**src/rtl/noc_pkg.sv**
```systemverilog
// Shared NoC router definitions: port count, port indices, arbiter states.
package noc_pkg;

   localparam int N_PORTS    = 5;

   localparam int PORT_LOCAL = 0;
   localparam int PORT_N     = 1;
   localparam int PORT_E     = 2;
   localparam int PORT_S     = 3;
   localparam int PORT_W     = 4;

   typedef enum logic {
      IDLE,
      LOCKED
   } arb_state_t;

endpackage

```
**src/rtl/out_port_arbiter_rr_pick.sv**
```systemverilog
// Rotating-priority picker: first requester at or after ptr, cyclically.
module rr_pick #(
   parameter int N = noc_pkg::N_PORTS,
   parameter int W = $clog2(N)
) (
   input  logic [N-1:0] req,
   input  logic [W-1:0] ptr,
   output logic [N-1:0] win_oh,
   output logic [W-1:0] win_idx
);

   logic         found;
   logic [W-1:0] sel;

   always_comb begin
      win_oh  = '0;
      win_idx = '0;
      found   = 1'b0;
      sel     = '0;
      for (int k = 0; k < N; k++) begin
         sel = W'((int'(ptr) + k) % N);
         if (!found && req[sel]) begin
            found       = 1'b1;
            win_oh[sel] = 1'b1;
            win_idx     = sel;
         end
      end
   end

endmodule

```
**src/rtl/out_port_arbiter.sv**
```systemverilog
// Round-robin output-port arbiter holding its grant from head to tail flit.
// Define ARB_WATCHDOG_EN to add a stall watchdog that force-releases the lock.
module out_port_arbiter #(
   parameter int N_PORTS     = noc_pkg::N_PORTS,
   parameter int WDOG_CYCLES = 64
) (
   input  logic               clk,
   input  logic               rst,
   input  logic [N_PORTS-1:0] req,
   input  logic [N_PORTS-1:0] valid,
   input  logic [N_PORTS-1:0] tail,
   input  logic               out_ready,
   output logic [N_PORTS-1:0] grant,
   output logic               grant_valid,
   output logic               xfer,
   output logic               wdog_err
);
   import noc_pkg::*;

   localparam int PTR_W = $clog2(N_PORTS);

   arb_state_t         state_q, state_d;
   logic [N_PORTS-1:0] grant_q, grant_d;
   logic [PTR_W-1:0]   ptr_q, ptr_d;
   logic [PTR_W-1:0]   win_q, win_d;
   logic               wdog_err_q, wdog_err_d;
   logic [N_PORTS-1:0] pick_oh;
   logic [PTR_W-1:0]   pick_idx;
   logic [PTR_W-1:0]   ptr_nxt;
   logic               tail_hit;
   logic               force_rel;

   rr_pick #(
      .N (N_PORTS),
      .W (PTR_W)
   ) u_pick (
      .req     (req),
      .ptr     (ptr_q),
      .win_oh  (pick_oh),
      .win_idx (pick_idx)
   );

   assign xfer     = |(grant_q & valid) & out_ready;
   assign tail_hit = xfer & |(grant_q & valid & tail);
   assign ptr_nxt  = (win_q == PTR_W'(N_PORTS - 1)) ? '0 : win_q + 1'b1;

`ifdef ARB_WATCHDOG_EN
   localparam int CNT_W = $clog2(WDOG_CYCLES + 1);

   logic [CNT_W-1:0] cnt_q, cnt_d;

   always_comb begin
      cnt_d     = cnt_q;
      force_rel = 1'b0;
      if (state_q != LOCKED || xfer) begin
         cnt_d = '0;
      end else if (cnt_q == CNT_W'(WDOG_CYCLES - 1)) begin
         force_rel = 1'b1;
         cnt_d     = '0;
      end else begin
         cnt_d = cnt_q + 1'b1;
      end
   end

   always_ff @(posedge clk) begin
      if (!rst) cnt_q <= '0;
      else      cnt_q <= cnt_d;
   end
`else
   assign force_rel = 1'b0;
`endif

   // Grant only changes on lock entry or release; LOCKED ignores req entirely.
   always_comb begin
      state_d    = state_q;
      grant_d    = grant_q;
      ptr_d      = ptr_q;
      win_d      = win_q;
      wdog_err_d = 1'b0;
      case (state_q)
         IDLE: begin
            grant_d = '0;
            if (|req) begin
               grant_d = pick_oh;
               win_d   = pick_idx;
               state_d = LOCKED;
            end
         end
         LOCKED: begin
            if (tail_hit || force_rel) begin
               grant_d    = '0;
               state_d    = IDLE;
               ptr_d      = ptr_nxt;
               wdog_err_d = force_rel;
            end
         end
      endcase
   end

   always_ff @(posedge clk) begin
      if (!rst) begin
         state_q    <= IDLE;
         grant_q    <= '0;
         ptr_q      <= '0;
         win_q      <= '0;
         wdog_err_q <= 1'b0;
      end else begin
         state_q    <= state_d;
         grant_q    <= grant_d;
         ptr_q      <= ptr_d;
         win_q      <= win_d;
         wdog_err_q <= wdog_err_d;
      end
   end

   assign grant       = grant_q;
   assign grant_valid = |grant_q;
   assign wdog_err    = wdog_err_q;

endmodule
```
**config.mk**
```make
export PLATFORM = sky130hd
export DESIGN_NAME = out_port_arbiter
export DESIGN_NICKNAME = d
export VERILOG_FILES = /design/src/rtl/noc_pkg.sv /design/src/rtl/out_port_arbiter_rr_pick.sv /design/src/rtl/out_port_arbiter.sv
export SDC_FILE = /design/constraint.sdc
export NUM_CORES = 1
export LEC_CHECK = 0
export CELL_PAD_IN_SITES_DETAIL_PLACEMENT = 1
export CELL_PAD_IN_SITES_GLOBAL_PLACEMENT = 1
export CORE_MARGIN = 10
export CORE_UTILIZATION = 38
export DETAILED_ROUTE_END_ITERATION = 7
export PLACE_DENSITY_LB_ADDON = 0.05
export SLEW_MARGIN = 5
export SYNTH_ARGS = -nofsm -noshare
export SYNTH_HDL_FRONTEND = slang
export SYNTH_SLANG_ARGS = --single-unit
```
**constraint.sdc**
```tcl
create_clock -name clk -period 4.64 [get_ports clk]
set_clock_uncertainty 0.1 [all_clocks]
set_input_delay 0.928 -clock clk [delete_from_list [all_inputs] [get_ports clk]]
set_output_delay 0.928 -clock clk [all_outputs]
set_load 0.02 [all_outputs]
```
==> results.yml, run 1 <==
logic_synthesis:
  synth_enable_flop_cells: 0
  ys_async_sr_fraction_pct: 0
  yosysWarnings: 0
  synth_top_area_share_pct: 10.2
  synth_compound_area_share_pct: 34.4
  synth_top_family_by_area: "compound AO/OA/AOI/OAI gates"
  yosys.area_share.adder_pct: 9.00
  yosys.cell_count.top_type: "nand2_1"
  synth_top_area_cell: "dfxtp_1"
  synth_cells: 323
  synth_flop_cell: "dfxtp_1"
  avgSynthCellArea_um2: 7.31
  synth.area.top_cells: "dfxtp_1 (10%), ha_1 (9.0%), mux2i_1 (6.8%)"
  synthXorXnorAreaFrac_pct: 4.08
  yosysUniqueCellTypes: 70
  yosys.area_share.simple_pct: 24.9
  syn-cell-area_um2: 2360
  ys_top_cells_by_count: "nand2_1 (26), a21oi_1 (25), nor2_1 (24)"
  ys_seq_elements: 12
  seq_area_frac_synth_pct: 10.2
  synth_nets: 358
  synthMuxAreaShare_pct: 11.0
grt:
  grtUsageTotal_pct: 16.1
  grt_first_pass_wirelength_um: 13200
  antenna_found_initial: 0
  grt_pass1_vias: 2477
  grt_max_degree: 24
  overflow: 0
floorplan:
  coreArea_um2: 5990
  dieArea_um2: 9770
  io_pins: 26
  fp-row-count: 28
  die_x_um: 98.8
  start_util_pct: 39.4
  dieHeight_um: 98.8
finish:
  areaGrowthSynthToFinish_pct: 15.3
  nFillCells: 758
  antennaDiodeCount: 0
  fin_nets: 376
  drive_gt1_share_pct: 9.41
  regArea_um2: 240
  multi_input_area_um2: 1970
  fin_util_pct: 45.4
power:
  power_density_nw_per_um2: 122
  p_leak_nw: 1.05
  vdd_drop_max_v: 0.000120
critical_path:
  path_max_fanout: 12
  start_kind: "flip-flop"
  crit_type: "reg -> reg"
  required_ps: 4730
  crit_cells: 14
  crit_top_cell: "ha_1"
  critPathMaxStageDelay_ps: 460
  cp.arrival_ps: 4180
  path_cells: "buf_4 -> ha_1 -> xnor2_1 -> nand2_1 -> ha_1 -> nand2b_1 -> a22oi_1 -> o21ai_4 -> mux2i_1 -> o21a_1 -> a211o_1 -> or3b_1 -> o21ai_0 -> o311a_1"
  cp_top_family: "compound AO/OA/AOI/OAI gates"
  r2r_cells: 14
  crit_path_top_delay_cell: "or3b_1"
  end_kind: "flip-flop"
  timing.critical_path.buf_inv: 1
clock_network:
  clk_pin_slew_ps: 60
  cts_root_buf: "clkbuf_8"
  cts_hold_buf: 0
  postCtsSetupRepairBufs: 0
  clockBufferDepth: 2
  cts_resized: 0
  clkSinkCount: 12
  clk_latency_ps: 250
  cts_tree: "done"
  htree_levels: 1
  cts_buffers: 3
route:
  via_per_inst: 6.20
  firstDrtPassIters: 4
  routed_wl_um: 8180
  num_vias: 2572
  ant_nets: 0
  drc: 0
  routedWlPerCell_um: 19.7
  dr.first_iter.drc_count: 134
sta:
  rsz0062_at_grt: "no"
  fmax_mhz: 244
  layout_worst_path_cycle_share_pct: 88.3
  tightestPinTransition_ps: 680
  slew_headroom_pct: 54.4
  tns_ps: 0
  hold_violations: 0
  setup_viol_count_final: 0
  fin_crit_ps: 4090
  drv_slew: 0
place:
  dp_hpwl_um: 6630
  routabilityCongestion: 0.846
  port_buffers: 24
run:
  maxCapViolations: 0
hold_path:
  hold_class: "reg -> reg"
  hold_depth: 2
run_status:
  outcome: "completed"
## worst reg2reg max path, delay by kind of cell (launching register included)
family                     cells  cell delay, ps
and+or+nand+nor                3             750
adders and majority gates      2             690
AOI/OAI and AO/OA              6            1560
DFF                            1             330
xor gates and xnor gates       1             250
muxes                          1             140
buffers and inverters          1             210
## logic make-up after synthesis
kind of cell	Yosys count
simple gates	113
other cells	1
flops	12
mux	23
fa+ha+maj	17
compound gates	111
xor+xnor	11
buf+inv	35
## metrics by stage
stage,setup WS (ps),std cells,hold WS (ps),cell area [um2],total power (W)
detailed placement,624,411,467,2670,0.000213
global placement,646,411,442,2670,0.000211
global route,248,415,522,2720,0.000348
floorplan,275,323,443,2360,0.000172
finish,545,415,466,2720,0.000332
CTS,596,415,471,2720,0.000333
## final cells by class
type / instances / share of cell area [%]
Multi-Input combinational cell: 276 / 72.5
Timing Repair Buffer: 32 / 11.0
Sequential cell: 12 / 8.82
Tap cell: 75 / 3.45
Inverter: 16 / 2.21
Clock buffer: 4 / 2.02
## cells in the final DEF, fill, tap and decap left out, types with 4 or more instances in the layout
cell type / instances
a21oi_1: 25
inv_1: 16
clkbuf_8: 4
mux2i_1: 16
a22oi_1: 5
nand3_1: 11
nor2_1: 24
buf_4: 8
xnor2_1: 10
o21ai_0: 13
dfxtp_1: 12
nand2_1: 26
a211o_1: 5
ha_1: 17
nor2b_1: 7
nand2b_1: 9
a31oi_1: 4
a21o_1: 7
and3_1: 4
nor3_1: 7
o211ai_1: 5
o21a_1: 4
o22ai_1: 4
clkdlybuf4s50_1: 24
nor4_1: 4
## report_power, final
group          leakage (nW)  internal, W  switching (W)  total (W)
Sequential           0.0978     0.000107     0.00000630   0.000114
Clock                0.0288    0.0000752      0.0000455   0.000121
Combinational         0.921    0.0000436      0.0000539  0.0000975
## metal layers
| metal | GRT usage, % | share of wire (%) | vias up |
|---|---|---|---|
| met5 | 0 | 0 | - |
| met1 | 22.2 | 48 | 1265 |
| met3 | 1.89 | 4.1 | 8 |
| met4 | 3.31 | 1.3 | 0 |
| met2 | 25.8 | 47 | 49 |
| li1 | - | - | 1250 |
## state kept, by name (all words and copies together) (netlist names)
signal,count
ptr_q,3
state_q,1
win_q,3
grant,5
## path summary, 6_finish.rpt
check / start / endpoint / slack (ps)
setup / recovery: ptr_q[1]$_SDFFE_PN0P_ / grant[3]$_SDFFE_PN0P_ / 550
hold / removal: grant[4]$_SDFFE_PN0P_ / grant[4]$_SDFFE_PN0P_ / 470
setup reg to reg: ptr_q[1]$_SDFFE_PN0P_ / grant[3]$_SDFFE_PN0P_ / 550
hold reg to reg: grant[4]$_SDFFE_PN0P_ / grant[4]$_SDFFE_PN0P_ / 470
Power figures use the tool's default switching activity.
==> inputs of run 2 (changes only) <==
ABC_AREA = 1   (was unset)
CORE_UTILIZATION = 35   (was 38)
SETUP_SLACK_MARGIN = 0.5   (was unset)
==> results.yml, run 2 <==
floorplan:
  dieHeight_um: 98.2
  io_pins: 26
  start_util_pct: 36.2
  die_x_um: 98.2
  dieArea_um2: 9650
  fp-row-count: 28
  coreArea_um2: 5920
critical_path:
  start_kind: "flip-flop"
  path_max_fanout: 8
  end_kind: "flip-flop"
  crit_top_cell: "inv_1"
  r2r_cells: 24
  crit_type: "reg -> reg"
  critPathMaxStageDelay_ps: 450
  reg2reg_from: "ptr_q[1]$_SDFFE_PN0P_"
  cp.arrival_ps: 3740
  crit_path_top_delay_cell: "dfxtp_2"
  r2r_slack_ps: 910
  required_ps: 4650
  path_cells: "clkinvlp_4 -> ha_1 -> inv_1 -> ha_1 -> inv_1 -> ha_1 -> inv_1 -> ha_1 -> nor3b_1 -> o21ai_0 -> nand2_1 -> o21bai_1 -> nand2_1 -> inv_1 -> nor2_2 -> nand2_1 -> nand3_2 -> nand2_1 -> clkinv_2 -> nand3_2 -> o21ai_1 -> inv_1 -> o21ai_1 -> a21oi_1"
  reg2reg_to: "win_q[1]$_SDFFE_PN0P_"
finish:
  instances_no_fill: 463
  largest_reg_flops: 5
  nFillCells: 807
  areaGrowthSynthToFinish_pct: 17.6
  final_common_cell: "nand2_1"
  drive_gt1_share_pct: 15.5
  fin_nets: 425
  mostFrequentLayoutCells: "nand2_1 (93), inv_1 (43), nand3_1 (35), nor2_1 (32), clkdlybuf4s50_1 (24)"
  fin_area_um2: 2520
  antennaDiodeCount: 0
clock_network:
  clockBufferDepth: 2
  cts_hold_buf: 0
  cts_tree: "done"
  cts_buffers: 3
  htree_levels: 1
  clk_latency_ps: 240
  clkSinkCount: 12
  cts_root_buf: "clkbuf_8"
  clk_pin_slew_ps: 50
logic_synthesis:
  synth_cells: 362
  synth_nets: 397
  ys_async_sr_fraction_pct: 0
  synth_top_area_share_pct: 16.3
  yosysWarnings: 0
  synth_flop_cell: "dfxtp_1"
  syn-cell-area_um2: 2140
  seq_area_frac_synth_pct: 11.2
  synth.area.top_cells: "nand2_1 (16%), dfxtp_1 (11%), ha_1 (9.9%)"
  synth_top_area_cell: "nand2_1"
  ys_seq_elements: 12
  ys_top_cells_by_count: "nand2_1 (93), inv_1 (44), nand3_1 (35)"
  avgSynthCellArea_um2: 5.92
  yosysUniqueCellTypes: 39
  synth_enable_flop_cells: 0
  yosys.cell_count.top_type: "nand2_1"
power:
  clockPowerShare_pct: 28.9
  internal_power_w: 0.000213
  power_density_nw_per_um2: 131
  seqPwrFrac_pct: 34.6
  power_frac_comb_pct: 36.5
  switching_power_w: 0.000116
  p_leak_nw: 1.20
  vdd_drop_max_v: 0.000129
  finalPower_w: 0.000329
  switching_share_pct: 35.3
grt:
  grt_first_pass_wirelength_um: 11400
  grt_max_degree: 13
  grt_pass1_vias: 2345
  grtUsageTotal_pct: 13.6
  antenna_found_initial: 0
  overflow: 0
sta:
  hold_ws_ps: 388
  tns_ps: 0
  fmax_mhz: 268
  rsz0062_at_grt: "no"
  setup_viol_count_final: 0
  hold_violations: 0
  drv_slew: 0
  layout_worst_path_cycle_share_pct: 80.3
  fin_crit_ps: 3730
route:
  routed_wl_um: 6780
  dr.first_iter.drc_count: 63
  drc: 0
  via_per_inst: 5.15
  num_vias: 2383
  routedWlPerCell_um: 14.6
  firstDrtPassIters: 4
  ant_nets: 0
hold_path:
  holdPathEnd: "win_q[1]$_SDFFE_PN0P_"
  worstHoldStart: "win_q[1]$_SDFFE_PN0P_"
  hold_class: "reg -> reg"
  hold_depth: 2
place:
  dp_hpwl_um: 5770
  routabilityCongestion: 0.892
  port_buffers: 24
  place_area_um2: 2450
  dpl.cell_count: 457
run:
  maxCapViolations: 0
run_status:
  outcome: "completed"
-- run 2: cell types whose count changed in the layout (fill, tap and decap cells not counted), sizes merged, moves of 9 or more --
cell,previous run,this run
nand2b,9,0
nand3,11,44
o21ai,16,26
nand2,26,108
nand4,3,12
xnor2,10,0
mux2i,17,0
nor2,24,34
inv,16,55
-- run 2: final cells by class --
class	count	area, um2	area share [%]
multi-input combinational	287	1650	65.3
clock buffer	3	41.3	1.64
inverter	58	225	8.94
sequential	12	243	9.64
tap	75	93.8	3.73
timing repair buffer	28	270	10.7
-- run 2: power groups by stage --
stage	clock network (W)	registers (W)	logic [W]
global route	0.000103	0.000115	0.000135
global placement	0	0.000116	0.000119
floorplan	0	0.000117	0.0000730
CTS	0.0000975	0.000114	0.000121
detailed placement	0	0.000116	0.000120
finish	0.0000949	0.000114	0.000120
-- run 2: logic make-up after synthesis --
kind of cell             count (synthesis)  share of synthesized area, %
flip-flops                              12                          11.2
adder cells (fa/ha/maj)                 17                          9.93
AND/OR/NAND/NOR                        205                          46.9
other                                    1                         0.175
AO/OA/AOI/OAI                           59                          17.4
XOR/XNOR                                 5                          2.39
buffers and inverters                   63                          12.0
-- run 2: metrics by stage --
step	worst slack, ps	util [%]
CTS	705	42.1
global placement	759	41.4
global route	492	42.5
finish	915	42.5
floorplan	1380	-
detailed placement	732	41.4
-- run 2: worst max-delay path: cells and delay by family, from the launching register on --
family / cells / cell delay [ps]
adder cells (fa/ha/maj): 4 / 920
AND/OR/NAND/NOR: 8 / 910
buffers and inverters: 7 / 670
AO/OA/AOI/OAI: 5 / 520
flip-flops: 1 / 450
-- run 2: worst max-delay path by stage --
stage / start / to / slack, ps / depth (start not counted)
2_1_floorplan: ptr_q[0]$_SDFFE_PN0P_ / win_q[1]$_SDFFE_PN0P_ / 1380 / 25
3_3_place_gp: ptr_q[0]$_SDFFE_PN0P_ / win_q[1]$_SDFFE_PN0P_ / 760 / 24
3_5_place_dp: ptr_q[0]$_SDFFE_PN0P_ / win_q[1]$_SDFFE_PN0P_ / 730 / 24
4_1_cts: ptr_q[0]$_SDFFE_PN0P_ / win_q[1]$_SDFFE_PN0P_ / 710 / 24
5_1_grt: ptr_q[1]$_SDFFE_PN0P_ / win_q[1]$_SDFFE_PN0P_ / 490 / 26
6_report: ptr_q[1]$_SDFFE_PN0P_ / win_q[1]$_SDFFE_PN0P_ / 910 / 24
-- run 2: repair_timing --
item                       in CTS  in global routing
resized for setup               0                  3
buffers inserted                0                  3
setup endpoints to repair       0                  7
-- run 2: per-layer routing --
metal | up-vias | global-route usage, % | share of wire, %
met1 | 1108 | 18.0 | 50
met3 | 6 | 1.41 | 1.7
met2 | 28 | 23.5 | 47
met5 | - | 0 | 0
met4 | 0 | 1.98 | 0.86
li1 | 1241 | - | -
==> inputs of run 3 (changes only) <==
clock period = 3.1 ns   (was 4.64 ns; I/O delays follow)
==> results.yml, run 3 (synthesis gave the netlist of run 2 again) <==
critical_path:
  required_ps: 3120
  end_kind: "flip-flop"
  cp.arrival_ps: 3260
  path_max_fanout: 4
  start_kind: "flip-flop"
  critPathMaxStageDelay_ps: 370
  r2r_cells: 26
  r2r_slack_ps: -140
  crit_path_top_delay_cell: "dfxtp_4"
  crit_top_cell: "nand2_2"
  crit_type: "reg -> reg"
route:
  ant_nets: 0
  drc: 0
  firstDrtPassIters: 4
  num_vias: 2792
  routedWlPerCell_um: 17.6
  dr.first_iter.drc_count: 78
  via_per_inst: 5.35
  routed_wl_um: 9170
power:
  internal_power_w: 0.000383
  vdd_drop_max_v: 0.000264
  clockPowerShare_pct: 30.0
  p_leak_nw: 1.53
  power_frac_comb_pct: 41.8
  seqPwrFrac_pct: 28.2
  switching_share_pct: 35.5
  switching_power_w: 0.000211
  power_density_nw_per_um2: 174
  finalPower_w: 0.000595
floorplan:
  dieHeight_um: 98.2
  coreArea_um2: 5920
  fp-row-count: 28
  dieArea_um2: 9650
  die_x_um: 98.2
  start_util_pct: 36.2
  io_pins: 26
place:
  routabilityCongestion: 0.829
  place_area_um2: 2730
  dpl.cell_count: 481
  place_ws_ps: -131
  port_buffers: 24
  dp_hpwl_um: 6140
finish:
  mostFrequentLayoutCells: "nand2_1 (75), buf_4 (54), inv_1 (36), nand3_1 (28), clkdlybuf4s50_1 (23)"
  antennaDiodeCount: 0
  areaGrowthSynthToFinish_pct: 59.4
  instances_no_fill: 522
  largest_reg_flops: 5
  nFillCells: 783
  final_common_cell: "nand2_1"
  fin_nets: 483
  fin_area_um2: 3410
  drive_gt1_share_pct: 42.1
sta:
  layout_worst_path_cycle_share_pct: 104
  fmax_mhz: 309
  fin_crit_ps: 3240
  fin_ws_ps: -136
  drv_slew: 0
  hold_violations: 0
  rsz0062_at_grt: "yes"
  setup_viol_count_final: 7
  hold_ws_ps: 395
clock_network:
  clk_latency_ps: 250
  clockBufferDepth: 2
  cts_hold_buf: 0
  htree_levels: 1
  cts_root_buf: "clkbuf_8"
  clk_pin_slew_ps: 60
  cts_buffers: 3
  clkSinkCount: 12
  cts_tree: "done"
hold_path:
  hold_class: "reg -> reg"
  hold_depth: 2
run_status:
  violations: "negative setup slack"
  outcome: "finished, violations left"
grt:
  top_usage_layer: "met2"
  grt_first_pass_wirelength_um: 13600
  overflow: 0
  met1_usage_pct: 21.1
  grtUsageTotal_pct: 16.5
  antenna_found_initial: 0
  grt_pass1_vias: 2746
  use_met3_pct: 1.76
  grt_max_degree: 12
  grtUsageMet2_pct: 29.0
run:
  maxCapViolations: 0
[run 3: changes by cell type in the layout (fill, tap and decap cells not counted), sizes merged]
cell / change
clkinvlp: -1
clkbuf: +1
buf: +58
dlygate4sd2: +1
inv: +1
clkdlybuf4s50: -1
[run 3: repair_timing]
item | in CTS | in global routing
setup buffers | 28 | 8
cloned | 1 | 0
pin swaps | 30 | 34
endpoints found under the setup margin | 9 | 8
resized for setup | 45 | 50
[run 3: stage by stage]
| step | TNS [ps] | utilization, % |
|---|---|---|
| 3_5_place_dp | -611 | 46.1 |
| 3_3_place_gp | -547 | 46.1 |
| 2_1_floorplan | 0 | - |
| 5_1_grt | -1490 | 57.7 |
| 4_1_cts | 0 | 53.5 |
| 6_report | -597 | 57.7 |
[run 3: power by group through the flow]
stage	clock (W)	sequential, W	combinational, W
floorplan	0	0.000176	0.000113
detailed placement	0	0.000173	0.000193
global placement	0	0.000173	0.000190
CTS	0.000182	0.000168	0.000223
finish	0.000178	0.000168	0.000248
global route	0.000189	0.000169	0.000270
[run 3: area by class of cell]
type / count / area, um2 / share of cell area, %
well taps: 75 / 93.8 / 2.75
multi-input cells: 287 / 2000 / 58.7
repair buffers: 86 / 759 / 22.2
flip-flops and latches: 12 / 251 / 7.37
inverters: 58 / 250 / 7.33
clock buffers: 4 / 55.1 / 1.61
[run 3: critical path: cells and delay by family, from the launching register on]
family / cells / cell delay, ps
adder cells (fa/ha/maj): 3 / 580
AND/OR/NAND/NOR: 13 / 1220
buffers and inverters: 8 / 630
flip-flops: 1 / 370
AO/OA/AOI/OAI: 2 / 210
[run 3: path summary, 6_finish.rpt]
check,start,end
hold reg to reg,win_q[1]$_SDFFE_PN0P_,win_q[1]$_SDFFE_PN0P_
setup / recovery,ptr_q[1]$_SDFFE_PN0P_,grant[2]$_SDFFE_PN0P_
setup reg to reg,ptr_q[1]$_SDFFE_PN0P_,grant[2]$_SDFFE_PN0P_
hold / removal,win_q[1]$_SDFFE_PN0P_,win_q[1]$_SDFFE_PN0P_
[run 3: metal layers]
layer,vias up,wire [um]
met1,1348,4030
li1,1356,-
met5,-,0
met2,68,4680
met4,0,201
met3,20,262
